File: src/rtl/alu_interface.sv
// Byte-serial front end for the combinational ALU: gathers A, B and opcode from
// UART RX, latches the ALU result, and hands it to UART TX with a one-cycle start.
module alu_interface #(
    parameter int NB_DATA = 8,
    parameter int NB_AB   = 8,
    parameter int NB_OP   = 6
) (
    input  logic               i_clk,
    input  logic               i_reset,
    input  logic [NB_DATA-1:0] i_rx_data,
    input  logic               i_rx_done,
    input  logic               i_tx_done,
    input  logic [NB_AB-1:0]   i_alu_result,
    output logic [NB_AB-1:0]   o_A,
    output logic [NB_AB-1:0]   o_B,
    output logic [NB_OP-1:0]   o_opcode,
    output logic [NB_DATA-1:0] o_tx_data,
    output logic               o_tx_start
);

    typedef enum logic [2:0] {
        GET_A, GET_B, GET_OP, CALC, SEND, WAIT_TX
    } state_t;

    state_t state, next_state;
    logic   load_a, load_b, load_op;

    always_ff @(posedge i_clk) begin
        if (i_reset) state <= GET_A;
        else         state <= next_state;
    end

    always_comb begin
        next_state = state;
        load_a     = 1'b0;
        load_b     = 1'b0;
        load_op    = 1'b0;
        case (state)
            GET_A:   if (i_rx_done) begin load_a  = 1'b1; next_state = GET_B;  end
            GET_B:   if (i_rx_done) begin load_b  = 1'b1; next_state = GET_OP; end
            GET_OP:  if (i_rx_done) begin load_op = 1'b1; next_state = CALC;   end
            CALC:    next_state = SEND;
            SEND:    next_state = WAIT_TX;
            // RX bytes arriving here are dropped, even alongside i_tx_done.
            WAIT_TX: if (i_tx_done) next_state = GET_A;
            default: next_state = GET_A;
        endcase
    end

    always_ff @(posedge i_clk) begin
        if (i_reset) begin
            o_A        <= '0;
            o_B        <= '0;
            o_opcode   <= '0;
            o_tx_data  <= '0;
            o_tx_start <= 1'b0;
        end else begin
            if (load_a)  o_A      <= i_rx_data[NB_AB-1:0];
            if (load_b)  o_B      <= i_rx_data[NB_AB-1:0];
            if (load_op) o_opcode <= i_rx_data[NB_OP-1:0];
            // Operands have been stable for a full cycle by the end of CALC.
            if (state == CALC) o_tx_data <= NB_DATA'($signed(i_alu_result));
            // Registered start: high exactly for the SEND cycle.
            o_tx_start <= (state == CALC);
        end
    end

endmodule
File: config.mk
export PLATFORM = sky130hd
export DESIGN_NAME = alu_interface
export DESIGN_NICKNAME = d
export VERILOG_FILES = /design/src/rtl/alu_interface.sv
export SDC_FILE = /design/constraint.sdc
export NUM_CORES = 1
export LEC_CHECK = 0
export ABC_AREA = 1
export CORE_MARGIN = 1
export CORE_UTILIZATION = 40
export CTS_CLUSTER_DIAMETER = 200
export DETAILED_ROUTE_END_ITERATION = 12
export PLACE_DENSITY = 0.75
export SLEW_MARGIN = 10
export SYNTH_ARGS = -nofsm -noshare
export SYNTH_HDL_FRONTEND = slang
export SYNTH_SLANG_ARGS = --single-unit
File: constraint.sdc
create_clock -name i_clk -period 1.4 [get_ports i_clk]
set_input_delay 0.14 -clock i_clk [delete_from_list [all_inputs] [get_ports i_clk]]
set_output_delay 0.14 -clock i_clk [all_outputs]
set_load 0.05 [all_outputs]
==> flow_summary.toml <==
[place]
io_buffers = 50
pre_cts_slack_ps = 3.26
place_hpwl_mm = 2.43
gp_congestion = 0.866
placed_cell_area_um2 = 1720

[layout]
seq_area_um2 = 681
syn_to_final_growth_pct = 44.5
num_antenna_cells = 0
stdcell_area_um2 = 1800
layout-drive-gt1-share_pct = 25.3
multi_input_area_um2 = 518
layout.nets = 240
n_fill_cell = 270

[synth]
netlist_area_um2 = 1250
synth_commonest_cells = "67 x nand2_1, 34 x dfxtp_1, 33 x a21oi_1"
async_flop_share_pct = 0
yosysMostFrequentCell = "nand2_1"
syn_inst = 163
avgSynthCellArea_um2 = 7.65
synth_top_area_share_pct = 54.6
synth_cell_types = 14
synth_fp_nets = 183
yosys_warnings = 0
synth_seq_area_share_pct = 54.6
synth_top_cell_by_area = "dfxtp_1"
synth_edf_count = 0
ys_ff_latch = 34
synth_flop_cell = "dfxtp_1"
synth_area_leaders = "dfxtp_1 55%, nand2_1 20%, a21oi_1 13%"

[setup_path]
cp-end-kind = "flip-flop"
timing.rr.end = "o_B[4]$_SDFFE_PP0P_"
critPathKind = "reg -> reg"
cp_common_cell = "inv_2"
cp.arrival_ps = 1510
slowest_stage = "dfxtp_1"
rr_worst_depth = 6
path_max_fanout = 9
slowest_delay_ps = 470
crit_chain = "inv_2 -> nor2_2 -> nand2_2 -> inv_2 -> nand2_1 -> a21oi_1"
cp-start-kind = "flip-flop"
reg2reg_slack_ps = 160
r2r_start = "state[0]$_SDFFE_PP0P_"
critical_path_required_ps = 1670

[sta]
finalHoldViolCount = 0
slew_violations = 0
finalSetupTns_ps = 0
whs_ps = 358
rsz0062_at_grt = "false"
max_clock_freq_ghz = 0.807
final.min_clock_period_ps = 1240
fin_crit_sh_pct = 88.5
worst_slack_ps = 160
fin_skew_ps = 5.46
max_slew_margin_pct = 76.9
setup_violations = 0
worst_pin_slew_ps = 346

[drt]
wirelength_mm = 3.11
wl_per_cell_um = 12.4
drt-pass1-iter-count = 4
drt_iter0_drc = 58
avgViaCountPerCell = 5.00
num_vias = 1261
drc_errors = 0
postRouteAntennaNets = 0

[clock_network]
worstSkewPairLatency_ps = 340
clockBufferDepth = 2
post-cts-setup-buffer-count = 0
cts_buffers = 5
hold_buffers = 0
clkSinkCount = 34
cts_resized = 0
cts-root-buf = "clkbuf_4"
cts_tree = "done"
clk_pin_slew_ps = 100
h-tree-depth = 2

[power]
power_frac_comb_pct = 18.6
irDropWorstVdd_v = 0.000751
p_int_w = 0.00149
cellPowerDensity_nw_per_um2 = 1160
p_clk_share_pct = 31.6
switching_share_pct = 28.5
sequentialPowerShare_pct = 49.7
leakage_nw = 0.753
switchingPower_w = 0.000594

[worst_hold_path]
hold_depth = 3
min_path_type = "in -> reg"
min_from = "i_alu_result[2]"
holdPathEnd = "o_tx_data[2]$_SDFFE_PP0P_"

[global_route]
grt_pass1_wl_mm = 5.20
grt_max_degree = 29
grt_pass1_vias = 1190
antenna_found_initial = 0
gr-usage-all-layers_pct = 20.6
grt-ovfl-total = 0

[floorplan]
core_area_um2 = 2850
die_h_um = 57.8
io_pins = 51
start_util_pct = 43.7
die_area_um2 = 3350
die_x_um = 57.8
core.rowCount = 19

[job]
max_cap_violations = 0

[run_status]
status = "completed"
==> how the worst max path moves through the flow <==
stage / start / end / slack, ps / cells past startpoint
final: state[0]$_SDFFE_PP0P_ / o_B[4]$_SDFFE_PP0P_ / 160 / 6
after detailed placement: i_rx_done / o_B[4]$_SDFFE_PP0P_ / 3 / 7
after global routing: state[0]$_SDFFE_PP0P_ / o_B[0]$_SDFFE_PP0P_ / 10 / 6
after CTS: state[0]$_SDFFE_PP0P_ / o_B[4]$_SDFFE_PP0P_ / 170 / 6
after global placement: i_rx_done / o_B[5]$_SDFFE_PP0P_ / 90 / 7
after floorplan: state[0]$_SDFFE_PP0P_ / o_tx_data[4]$_SDFFE_PP0P_ / 350 / 5
==> sequential cells by signal, summed over array words and instances (netlist names) <==
register / count
o_tx_data: 8
o_A: 8
o_tx_start: 1
state: 3
o_B: 8
o_opcode: 6
==> power by group through the flow <==
stage	clock [W]	sequential, W	combinational [W]
floorplan	0	0.00118	0.000113
global placement	0	0.00106	0.000383
detailed placement	0	0.00106	0.000390
CTS	0.000668	0.00104	0.000390
global route	0.000712	0.00104	0.000418
finish	0.000660	0.00104	0.000389
==> layer usage <==
metal  part of all wire [%]  vias to the layer above  global-route usage [%]
met2                     50                       35                    35.1
li1                       -                      632                       -
met4                    2.3                        0                    11.2
met1                     43                      585                    24.0
met5                      0                        -                       0
met3                    4.1                        9                    4.69
==> layout make-up <==
type | count | area share, %
flip-flops and latches | 34 | 37.8
multi-input cells | 116 | 28.7
repair buffers | 54 | 25.1
clock buffers | 8 | 4.37
well taps | 31 | 2.15
inverters | 9 | 1.87
==> cells by family after synthesis <==
logic type	Yosys count	synth area share [%]
AOI/OAI and AO/OA	35	14.6
buffers and inverters	13	3.91
DFF	34	54.6
and+or+nand+nor	81	26.9
==> metrics by stage <==
stage | total power (W) | util (%) | cells
3_3_place_gp | 0.00144 | 60.4 | 244
5_1_grt | 0.00217 | 63.2 | 252
4_1_cts | 0.00210 | 63.2 | 252
3_5_place_dp | 0.00145 | 60.4 | 244
6_report | 0.00209 | 63.2 | 252
2_1_floorplan | 0.00129 | - | 163
==> worst max-delay path, delay by kind of cell (launching register included) <==
kind | cells | cell delay, ps
DFF | 1 | 470
and+or+nand+nor | 3 | 340
AOI/OAI and AO/OA | 1 | 130
buffers and inverters | 2 | 240
==> cells in the final DEF (no fill, tap or decap), drive strengths merged <==
cell type      count
a31oi              1
o21ai              1
nand2             70
a21oi             33
clkdlybuf4s50     19
nor2               8
dfxtp             34
inv                9
nand3              3
buf               35
clkbuf             8
Note: power is estimated with default switching activity, not from simulation.
